--- config.mk ---
export PLATFORM = sky130hd
export DESIGN_NAME = multiplier_flat
export DESIGN_NICKNAME = d
export VERILOG_FILES = /design/src/rtl/multiplier_if.sv /design/src/rtl/multiplier.sv /design/src/flat_wrapper.sv
export SDC_FILE = /design/constraint.sdc
export NUM_CORES = 1
export LEC_CHECK = 0
export CORE_ASPECT_RATIO = 0.8
export CORE_MARGIN = 2
export CORE_UTILIZATION = 55
export CTS_BUF_LIST = sky130_fd_sc_hd__clkbuf_8
export CTS_CLUSTER_DIAMETER = 60
export DETAILED_ROUTE_END_ITERATION = 10
export PLACE_DENSITY = 0.78
export SKIP_LAST_GASP = 1
export SLEW_MARGIN = 25
export SYNTH_ARGS = -nofsm -noshare
export SYNTH_HDL_FRONTEND = slang
export SYNTH_SLANG_ARGS = --single-unit
--- constraint.sdc ---
create_clock -name clock -period 8.4 [get_ports clock]
set_input_delay 1.68 -clock clock [delete_from_list [all_inputs] [get_ports clock]]
set_output_delay 1.68 -clock clock [all_outputs]
set_load 0.02 [all_outputs]
--- src/rtl/multiplier_if.sv ---
// Start/result bundle for the iterative multiplier.
// master drives requests, slave returns the registered product.
interface multiplier_if;
  logic        doMultiply;
  logic        signedMultiply;
  logic [31:0] operantA;
  logic [31:0] operantB;
  logic        ready;
  logic        carryOut;
  logic [31:0] productLow;
  logic [31:0] productHigh;

  modport master (
    output doMultiply,
    output signedMultiply,
    output operantA,
    output operantB,
    input  ready,
    input  carryOut,
    input  productLow,
    input  productHigh
  );

  modport slave (
    input  doMultiply,
    input  signedMultiply,
    input  operantA,
    input  operantB,
    output ready,
    output carryOut,
    output productLow,
    output productHigh
  );
endinterface

--- src/rtl/multiplier.sv ---
// 32x32 sequential shift-add multiplier, signed/unsigned, 64-bit result.
// MULTIPLIER_EARLY_EXIT_EN: stop stepping once the multiplier is exhausted.
module multiplier (
  input logic   clock,
  input logic   reset,
  multiplier_if.slave bus
);

  typedef enum logic [1:0] {
    IDLE,
    PREPARE,
    MULTIPLY,
    CORRECT
  } state_t;

  state_t      state_q, state_d;
  logic        sgn_q, sgn_d;
  logic        neg_q, neg_d;
  logic [31:0] a_q, a_d;
  logic [31:0] b_q, b_d;
  logic [63:0] acc_q, acc_d;
  logic [4:0]  cnt_q, cnt_d;
  logic        rdy_q, rdy_d;
  logic        cout_q, cout_d;
  logic [63:0] prod_q, prod_d;

  logic [32:0] sum;
  logic [63:0] aligned;
  logic [63:0] result;

  always_comb begin
    state_d = state_q;
    sgn_d   = sgn_q;
    neg_d   = neg_q;
    a_d     = a_q;
    b_d     = b_q;
    acc_d   = acc_q;
    cnt_d   = cnt_q;
    rdy_d   = 1'b0;
    cout_d  = cout_q;
    prod_d  = prod_q;
    sum     = '0;
    aligned = '0;
    result  = '0;

    unique case (state_q)
      IDLE: begin
        if (bus.doMultiply) begin
          a_d     = bus.operantA;
          b_d     = bus.operantB;
          sgn_d   = bus.signedMultiply;
          neg_d   = bus.signedMultiply &
                    (bus.operantA[31] ^ bus.operantB[31]);
          state_d = PREPARE;
        end
      end

      PREPARE: begin
        // 0x80000000 negates to itself, read as unsigned magnitude
        if (sgn_q && a_q[31]) a_d = ~a_q + 32'd1;
        if (sgn_q && b_q[31]) b_d = ~b_q + 32'd1;
        acc_d   = '0;
        cnt_d   = 5'd31;
        state_d = MULTIPLY;
      end

      MULTIPLY: begin
        sum = {1'b0, acc_q[63:32]};
        if (b_q[0]) sum = sum + {1'b0, a_q};
        acc_d = {sum, acc_q[31:1]};
        b_d   = b_q >> 1;
        if (cnt_q == 5'd0) begin
          state_d = CORRECT;
`ifdef MULTIPLIER_EARLY_EXIT_EN
        end else if (b_d == 32'd0) begin
          state_d = CORRECT;
`endif
        end else begin
          cnt_d = cnt_q - 5'd1;
        end
      end

      CORRECT: begin
`ifdef MULTIPLIER_EARLY_EXIT_EN
        // cnt_q holds the steps skipped by the early exit
        aligned = acc_q >> cnt_q;
`else
        aligned = acc_q;
`endif
        result = neg_q ? (~aligned + 64'd1) : aligned;
        prod_d = result;
        if (sgn_q)
          cout_d = result[63:32] != {32{result[31]}};
        else
          cout_d = result[63:32] != 32'd0;
        rdy_d   = 1'b1;
        state_d = IDLE;
      end
    endcase
  end

  always_ff @(posedge clock or negedge reset) begin
    if (!reset) begin
      state_q <= IDLE;
      sgn_q   <= 1'b0;
      neg_q   <= 1'b0;
      a_q     <= '0;
      b_q     <= '0;
      acc_q   <= '0;
      cnt_q   <= '0;
      rdy_q   <= 1'b0;
      cout_q  <= 1'b0;
      prod_q  <= '0;
    end else begin
      state_q <= state_d;
      sgn_q   <= sgn_d;
      neg_q   <= neg_d;
      a_q     <= a_d;
      b_q     <= b_d;
      acc_q   <= acc_d;
      cnt_q   <= cnt_d;
      rdy_q   <= rdy_d;
      cout_q  <= cout_d;
      prod_q  <= prod_d;
    end
  end

  assign bus.ready       = rdy_q;
  assign bus.carryOut    = cout_q;
  assign bus.productLow  = prod_q[31:0];
  assign bus.productHigh = prod_q[63:32];

endmodule

--- src/flat_wrapper.sv ---
// flat-port wrapper written by rule: the top's interface ports become plain ports
module multiplier_flat 
  (clock, reset, bus_doMultiply, bus_signedMultiply, bus_operantA, bus_operantB, bus_ready, bus_carryOut, bus_productLow, bus_productHigh);
  multiplier_if bus_i ();
  input logic clock;
  input logic reset;
  input wire logic [$bits(bus_i.doMultiply)-1:0] bus_doMultiply;
  input wire logic [$bits(bus_i.signedMultiply)-1:0] bus_signedMultiply;
  input wire logic [$bits(bus_i.operantA)-1:0] bus_operantA;
  input wire logic [$bits(bus_i.operantB)-1:0] bus_operantB;
  output wire logic [$bits(bus_i.ready)-1:0] bus_ready;
  output wire logic [$bits(bus_i.carryOut)-1:0] bus_carryOut;
  output wire logic [$bits(bus_i.productLow)-1:0] bus_productLow;
  output wire logic [$bits(bus_i.productHigh)-1:0] bus_productHigh;
  assign bus_i.doMultiply = bus_doMultiply;
  assign bus_i.signedMultiply = bus_signedMultiply;
  assign bus_i.operantA = bus_operantA;
  assign bus_i.operantB = bus_operantB;
  assign bus_ready = bus_i.ready;
  assign bus_carryOut = bus_i.carryOut;
  assign bus_productLow = bus_i.productLow;
  assign bus_productHigh = bus_i.productHigh;
  multiplier u_core (.clock(clock), .reset(reset), .bus(bus_i));
endmodule
-- After elaboration in Yosys (flattened, before gate mapping)
Index checks and enable logic that the tools add are counted.
- add/sub/neg operators: 5
- equal/unequal tests: 9
- mux-type cells: 16
- bitwise logic cells: 5
- reductions and logical operators: 13
- operators by type and width (operator ; count):
    $mux W32 ; 4
    $pmux W64 S2 ; 1
    $pmux W32 S3 ; 1
    $add A32 B1 Y32 const B ; 2
    $add A64 B1 Y64 const B ; 1
    $mux W64 ; 1
    $not A32 Y32 ; 2
    $not A64 Y64 ; 1
    $pmux W32 S2 ; 1
    $add A32 B32 Y33 ; 1
    $mux W33 ; 1
    $ne A32 B32 Y1 ; 1
    $reduce_bool A32 Y1 ; 1
    $pmux W5 S2 ; 1
    $pmux W2 S4 ; 1
    $ne A2 B1 Y1 const B ; 3
    $reduce_and A2 Y1 ; 3
    $reduce_and A3 Y1 ; 2
    $logic_not A5 Y1 ; 1
    $mux W5 ; 1
    $sub A5 B1 Y5 const B ; 1
    $eq A2 B2 Y1 const B ; 2
    $mux W2 ; 2
    $ne A2 B2 Y1 const B ; 2
    other kinds (8) ; 11
- bits in registers: 203
- input port bits: 68
- output and inout bits: 66
- logic and storage cells: 58

-- Longest topological paths before layout
Gate-level depths: netlist of run 1.
- word-level depth: 5
- gate-level depth with buffers: 13
- depth with buffers taken out: 12

-- Worst setup path after synthesis of run 1
No wires, ideal clock.
- path kind: register to register
- start point: register u_core.acc_q[1]
- end point: register u_core.cout_q, in the netlist u_core.bus.carryOut
- library setup time: 0.124 ns
- data arrival time: 3.492 ns
- required time: 8.276 ns
- path slack: 4.784 ns
- cell stages (with the launch flop): 14
- buffers on the path: 2
- clock period less this slack: 3.616 ns
- cells stage by stage: dfrtp_1 > inv_1 > ha_1 > or4b_1 > clkbuf_1 > or4_4 > buf_6 > or4_4 > o31ai_2 > xnor2_1 > nand4_1 > nor4_2 > a21oi_1 > o31a_1
- longest elaborated chain between the ends: 5
- elaborated cells between the ends (all ways): 6
- classes of those cells: 1 x add/sub; 1 x eq/ne; 2 x mux; 1 x bitwise; 1 x reduce/logical
- ends and longest elaborated chain (element ; RTL line ; RTL):
    start: declaration ; multiplier.sv:21 ; logic [63:0] acc_q, acc_d;
    start signal: assignment ; multiplier.sv:109 ; acc_q <= '0;
    start signal: assignment ; multiplier.sv:120 ; acc_q <= acc_d;
    $not A64 Y64 (*) ; multiplier.sv:90 ; result = neg_q ? (~aligned + 64'd1) : aligned;
    $add A64 B1 Y64 (*) ; multiplier.sv:90 ;
    $mux W64 (*) ; multiplier.sv:90 ;
    $ne A32 B32 Y1 or $reduce_bool A32 Y1 (tied branches) ; multiplier.sv:93, multiplier.sv:95 ;
    $mux W1 (*) ; multiplier.sv:92 ; if (sgn_q)
    end signal: assignment ; multiplier.sv:123 ; cout_q <= cout_d;
    end: declaration ; multiplier.sv:24 ; logic cout_q, cout_d;
Mark *: on every way between the ends. The rest lies on a longest branch, timed or not.
A chain may end at the register's enable or synchronous reset.

-- Worst setup path after layout of run 1
- start point: register u_core.b_q[0]
- end point: register u_core.b_q[30]
- longest elaborated chain between the ends: 4
- ends and longest elaborated chain (element ; RTL line ; RTL):
    start: declaration ; multiplier.sv:20 ; logic [31:0] b_q, b_d;
    start signal: assignment ; multiplier.sv:108 ; b_q <= '0;
    start signal: assignment ; multiplier.sv:119 ; b_q <= b_d;
    $not A32 Y32 ; multiplier.sv:61 ; if (sgn_q && b_q[31]) b_d = ~b_q + 32'd1;
    $add A32 B1 Y32 ; multiplier.sv:61 ;
    $mux W32 ; multiplier.sv:61 ;
    $pmux W32 S3 ; multiplier.sv:46 ; unique case (state_q)
No other way between the ends. The select of a mux whose other input is x is not followed.

==> results.md, run 1 <==
- Run status: finished, final reports clean
- Final WL: roughly 36 mm
- Longest Clk Path Bufs: 3
- Max-Cap Viols: 0
- Commonest non-fill, non-tap cell in the layout: dfrtp_1
- CP max FO: 24
- Fin. max-slew vios: 0
- CP Capture Type: flip-flop
- Placed Instances: 1864
- Syn Area/Cell: about 8.7 sq um
- Yosys reg bits: 203
- Num CTS Buffers: 36
- Vias per cell: 6.40
- Minimum clock period: 4.26 ns
- P&R area growth vs syn: 17.9%
- Setup Fix Bufs, Post-CTS: 0
- Die area: 24800 sq um
- Max Clk Rate: 235 MHz
- Clock Latency Late Sink: ~0.55 ns
- Final setup fails: 0
- Share of cells above drive strength 1: 0.0637
- Hold Vio Cnt, Final: 0
- Chip width: 176 um
- Primary FF master, synth: dfrtp_1
- CP startpoint kind: flip-flop
- Slew HR: 0.351
- Mean routed wirelength per cell: 18.8 um
- Initial antenna violation count: 0
- Placer Congestion: 1.04
- Post-CTS Resized: 0
- Congestion Overflow GR: 0
- Port-buffer cells: roughly 130
- Vias: between 10000 and 15000
- Asr flop ratio synth: 1.00
- First-pass GRT wire length: 59.0 mm
- Post-DP Area: between 10000 and 15000 sq um
- Measured slew at the worst slew-check pin: 0.971 ns
- Critical Path RT: around 9 ns
- Core Region: 23300 sq um
- Nets: 1700
- Most frequent cells in the layout: dfrtp_1, a21oi_1, clkdlybuf4s50_1
- Post-synthesis cell count: 1494
- Setup ws final: 4.14 ns
- H-tree levels: 2
- Hold/Removal Path Class: reg2reg
- Drt drc: 0
- Inserted Diodes: 0
- Yosys warnings: 0
- HPWL after DPL: 25.4 mm
- Iter 0 DRT Violations: 1140
- Top Ports: 134
- Vias in the first global route: around 11000
- Pre-CTS setup slack: 4.23 ns
- Setup tns final: 0 ns
- Sequential-to-total area share from yosys stat: 0.392
- Gr usage total: 0.290
- Root Buffer: clkbuf_8
- Post-synth EDFFs: 0
- Unique masters post-synth: 73
- Initial Util: 0.557
- CTS tree: built
- Antenna Nets Post-Route: 0
- Post-Syn Area: roughly 13000 sq um
- Clock tree sinks: 203
- Skew final: 0.0276 ns
- Critical setup path kind: reg2reg
- Post-Syn Nets: ~1600
- Final worst path period share: 0.507
- Die Y: about 140 um
- Non-filler cells, final: between 1500 and 2000
- Crit path DAT: around 4.7 ns
- Hold-fix buffers, CTS: 0
- Largest net degree at the start of global routing: 94
- Detailed Routing Iterations Pass 1: 5
- Clock Pin Slew Worst Setup and Hold Paths: 0.06 ns
- Finished Cell Area: 15300 sq um
- RSZ-0062 raised after global routing: false
- Num rows: 50
==> kinds of logic (layout without fill, tap and decap cells) <==
| logic type | count (synthesis) | count (layout) | synth area share |
|---|---|---|---|
| buffers and inverters | 162 | 284 | 0.0476 |
| and+or+nand+nor | 460 | 460 | 0.184 |
| AOI/OAI and AO/OA | 513 | 513 | 0.255 |
| DFF | 203 | 203 | 0.392 |
| xor gates and xnor gates | 85 | 85 | 0.0574 |
| adders and majority gates | 42 | 42 | 0.0411 |
| muxes | 29 | 29 | 0.0231 |
==> routing by layer <==
metal	up-vias	wire length, um	global-route usage
met5	-	0	0
li1	5813	-	-
met3	57	2830	0.0439
met4	0	749	0.0809
met1	5905	17500	0.454
met2	558	15100	0.415
==> sequential cells by signal, indices dropped and copies added, names as in the netlist <==
signal and flops:
u_core.state_q 2, u_core.prod_q 64, u_core.bus.carryOut 1, u_core.a_q 32, u_core.b_q 32, u_core.acc_q 64
u_core.cnt_q 5, u_core.bus.ready 1, u_core.sgn_q 1, u_core.neg_q 1
==> worst max-delay path, stage by stage, from the launching register on <==
cell	delay, ns
dfrtp_1	0.38
inv_1	0.55
ha_1	0.31
or3b_1	0.42
nor4_1	0.35
nand2b_1	0.16
nor4_1	0.54
nand4_1	0.25
or3_1	0.41
or3_1	0.34
a222oi_1	0.27
o21ai_0	0.11
==> final cells by class <==
type	instances	area, sq um
well taps	312	390
inverters	74	278
flip-flops and latches	203	5080
clock buffers	48	661
fillers	1939	8000
multi-input cells	1129	7300
clock inverters	16	136
repair buffers	146	1430
==> cell usage after synthesis, types with 7 or more instances <==
cell type | number | area share
a21oi_1 | 144 | 0.056
a221oi_1 | 15 | 0.010
a22o_1 | 7 | 0.0047
inv_1 | 74 | 0.021
o41ai_1 | 21 | 0.014
ha_1 | 41 | 0.040
nand3_1 | 31 | 0.012
a211oi_1 | 24 | 0.014
or2_2 | 9 | 0.0043
o2bb2ai_1 | 10 | 0.0068
dfrtp_1 | 203 | 0.39
mux2_2 | 7 | 0.0061
o31ai_1 | 29 | 0.017
o311ai_0 | 8 | 0.0054
xor2_1 | 24 | 0.016
nor2b_1 | 14 | 0.0068
nand4_1 | 12 | 0.0058
xnor2_1 | 61 | 0.041
or3_1 | 31 | 0.015
o21a_1 | 8 | 0.0046
o22ai_1 | 86 | 0.042
nor2_1 | 128 | 0.037
nor3_1 | 47 | 0.018
or4_1 | 17 | 0.0098
o21ai_0 | 86 | 0.033
o211ai_1 | 9 | 0.0052
a21o_1 | 17 | 0.0098
nand2b_1 | 14 | 0.0068
clkbuf_1 | 80 | 0.023
mux2i_1 | 22 | 0.017
nand2_1 | 76 | 0.022
nor4_1 | 19 | 0.0092
and3_1 | 32 | 0.015
==> stage by stage <==
| step | utilization | hold slack [ns] |
|---|---|---|
| 6_report | 0.656 | 0.488 |
| 5_1_grt | 0.656 | 0.511 |
| 4_1_cts | 0.656 | 0.481 |
| 3_5_place_dp | 0.622 | 0.468 |
| 3_3_place_gp | 0.622 | 0.466 |
| 2_1_floorplan | - | 0.437 |
==> worst paths after layout <==
kind                            cells after the start  slack (ns)           endpoint             from
worst max-delay path                               11        4.14     u_core.b_q[30]    u_core.b_q[0]
worst min-delay path                                1        0.49    u_core.cnt_q[0]  u_core.cnt_q[0]
worst max register to register                     11        4.14     u_core.b_q[30]    u_core.b_q[0]
worst min register to register                      1        0.49    u_core.cnt_q[0]  u_core.cnt_q[0]
max in group asynchronous                           2        5.84       u_core.neg_q            reset
min in group asynchronous                           1        1.16  u_core.prod_q[14]            reset
Power of run 1 is not shown: default switching activity piles up to over one toggle a cycle in this logic, so the estimate is an artifact.
==> inputs of run 2 (changes only) <==
CORE_UTILIZATION = 54   (was 55)
PLACE_DENSITY = 0.79   (was 0.78)
clock period = 3.8 ns   (was 8.4 ns; I/O delays follow)
==> run 2 against run 1 <==
Effect of this change: the flow now finishes with violations (negative setup slack); worst setup slack worse by 4.2 ns; global-route usage is 0.48 points higher; design area is 2.2% higher; sequential share of layout area is 0.72 points lower; via count is 1.2% higher; clock-buffer cell count is 2 lower; critical path depth stayed put; largest cell class unchanged.
==> results.md, run 2 (synthesis results as in run 1) <==
- Detailed Routing Iterations Pass 1: 5
- Clock tree sinks: 203
- Critical-path top delay cell: or4b_4
- Crit. path cell count: 11
- Vias in the first global route: around 11000
- Commonest non-fill, non-tap cell in the layout: dfrtp_1
- Crit path DAT: approximately 4.3 ns
- First-pass GRT wire length: about 60 mm
- Initial antenna violation count: 0
- Chip width: 177 um
- CP max FO: 9
- Critical setup path kind: reg2reg
- HPWL after DPL: between 20 and 30 mm
- Setup ws final: -0.0821 ns
- Root Buffer: clkbuf_8
- H-tree levels: 2
- Hold Vio Cnt, Final: 0
- Clock Pin Slew Worst Setup and Hold Paths: approximately 0.07 ns
- Biggest regs: u_core.acc_q: 64 flops, u_core.prod_q: 64 flops
- Worst stage delay on the critical path: 0.59 ns
- Finished Cell Area: 15600 sq um
- Placer Congestion: 0.986
- Met2 GRT Util: 0.443
- WP buf/inv: 1
- CP startpoint kind: flip-flop
- Most frequent cells in the layout: dfrtp_1, a21oi_1, clkdlybuf4s50_1
- RSZ-0062 raised after global routing: true
- P&R area growth vs syn: 20.5%
- R2R cell count: 11
- Core Region: 23500 sq um
- Hold-fix buffers, CTS: 0
- Final WL: 37.3 mm
- Nets: 1743
- Die area: 25300 sq um
- Skew final: ~0.016 ns
- Grt met1 use: 0.446
- Max-Cap Viols: 0
- Share of cells above drive strength 1: 0.0905
- Crit Reg-Reg Startpoint: u_core.acc_q[1]
- Die Y: between 100 and 150 um
- Failing checks: negative setup slack
- Port-buffer cells: 133
- # fillers: between 1500 and 2000
- Setup tns final: -0.0821 ns
- Critical-path cell list: inv_1 > ha_1 > or4b_1 > or4_4 > or4b_4 > o31ai_2 > xnor2_1 > o2111ai_2 > nor4_2 > a21oi_1 > o31a_1
- Hold/Removal Path Class: in2async
- Final setup fails: 1
- Mean routed wirelength per cell: 18.9 um
- Minimum clock period: 3.88 ns
- Critical Path RT: 4.22 ns
- Post-DP Area: 14800 sq um
- Antenna Nets Post-Route: 0
- Max Clk Rate: approximately 260 MHz
- Drt drc: 0
- Inserted Diodes: 0
- CTS tree: built
- CP top delay family: simple AND/OR/NAND/NOR gates
- Run status: complete, but fails checks
- Met3 usage in global routing: 0.0483
- Num CTS Buffers: 36
- Clock Latency Late Sink: around 0.53 ns
- Iter 0 DRT Violations: approximately 1200
- Vias: 12500
- Longest Clk Path Bufs: 3
- Fin. max-slew vios: 0
- Top Ports: about 130
- Final worst path period share: 1.02
- Largest net degree at the start of global routing: 74
- Vias per cell: approximately 6.3
- Crit path from: u_core.acc_q[1]
- Congestion Overflow GR: 0
- Gr usage total: 0.295
- Slew HR: 0.332
- Measured slew at the worst slew-check pin: 0.996 ns
- Num rows: 50
- Initial Util: 0.552
- Busiest grt layer: met1
- CP Capture Type: flip-flop
## run 2: cell count changes in the layout (fill, tap and decap cells not counted), sizes merged
cell / before / now
clkinv: 3 / 9
buf: 13 / 56
clkbuf: 49 / 47
clkinvlp: 1 / 2
inv: 84 / 78
## run 2: worst paths after layout
check	end	slack (ns)
setup / recovery	u_core.bus.carryOut	-0.08
hold / removal	u_core.prod_q[12]	0.24
setup reg to reg	u_core.bus.carryOut	-0.08
hold reg to reg	u_core.cnt_q[0]	0.49
max in group asynchronous	u_core.b_q[7]	2.69
min in group clock	u_core.cnt_q[0]	0.49
## run 2: worst reg2reg max path, cell delays in order (launching register included)
cell       delay [ns]
dfrtp_1          0.43
inv_1            0.10
ha_1             0.19
or4b_1           0.47
or4_4            0.52
or4b_4           0.59
o31ai_2          0.31
xnor2_1          0.23
o2111ai_2        0.21
nor4_2           0.33
a21oi_1          0.12
o31a_1           0.26
## run 2: repair_timing
item / in CTS / in global routing
setup endpoints to repair: 0 / 1
gates resized for setup: 0 / 6
setup buffers: 0 / 3
## run 2: stage by stage
step	hold WS, ns	setup slack, ns	utilization	instances
2_1_floorplan	0.437	0.184	-	1494
3_3_place_gp	0.466	0.147	0.630	1904
3_5_place_dp	0.474	0.0497	0.630	1904
4_1_cts	0.251	0.0255	0.663	1967
5_1_grt	0.276	-0.247	0.666	1970
6_report	0.239	-0.0821	0.666	1970
## run 2: layout make-up
cell class | count | area [sq um] | share of cell area
multi-input cells | 1129 | 7330 | 0.470
flip-flops and latches | 203 | 5080 | 0.325
well taps | 312 | 390 | 0.0250
inverters | 74 | 278 | 0.0178
repair buffers | 189 | 1770 | 0.113
clock inverters | 17 | 134 | 0.00857
clock buffers | 46 | 633 | 0.0405
## run 2: routing by layer
layer	share of wire	vias to the layer above
met3	0.081	48
met2	0.43	545
met4	0.015	0
met1	0.47	6005
li1	-	5883
met5	0	-
Power of run 2 is left out for the same reason.
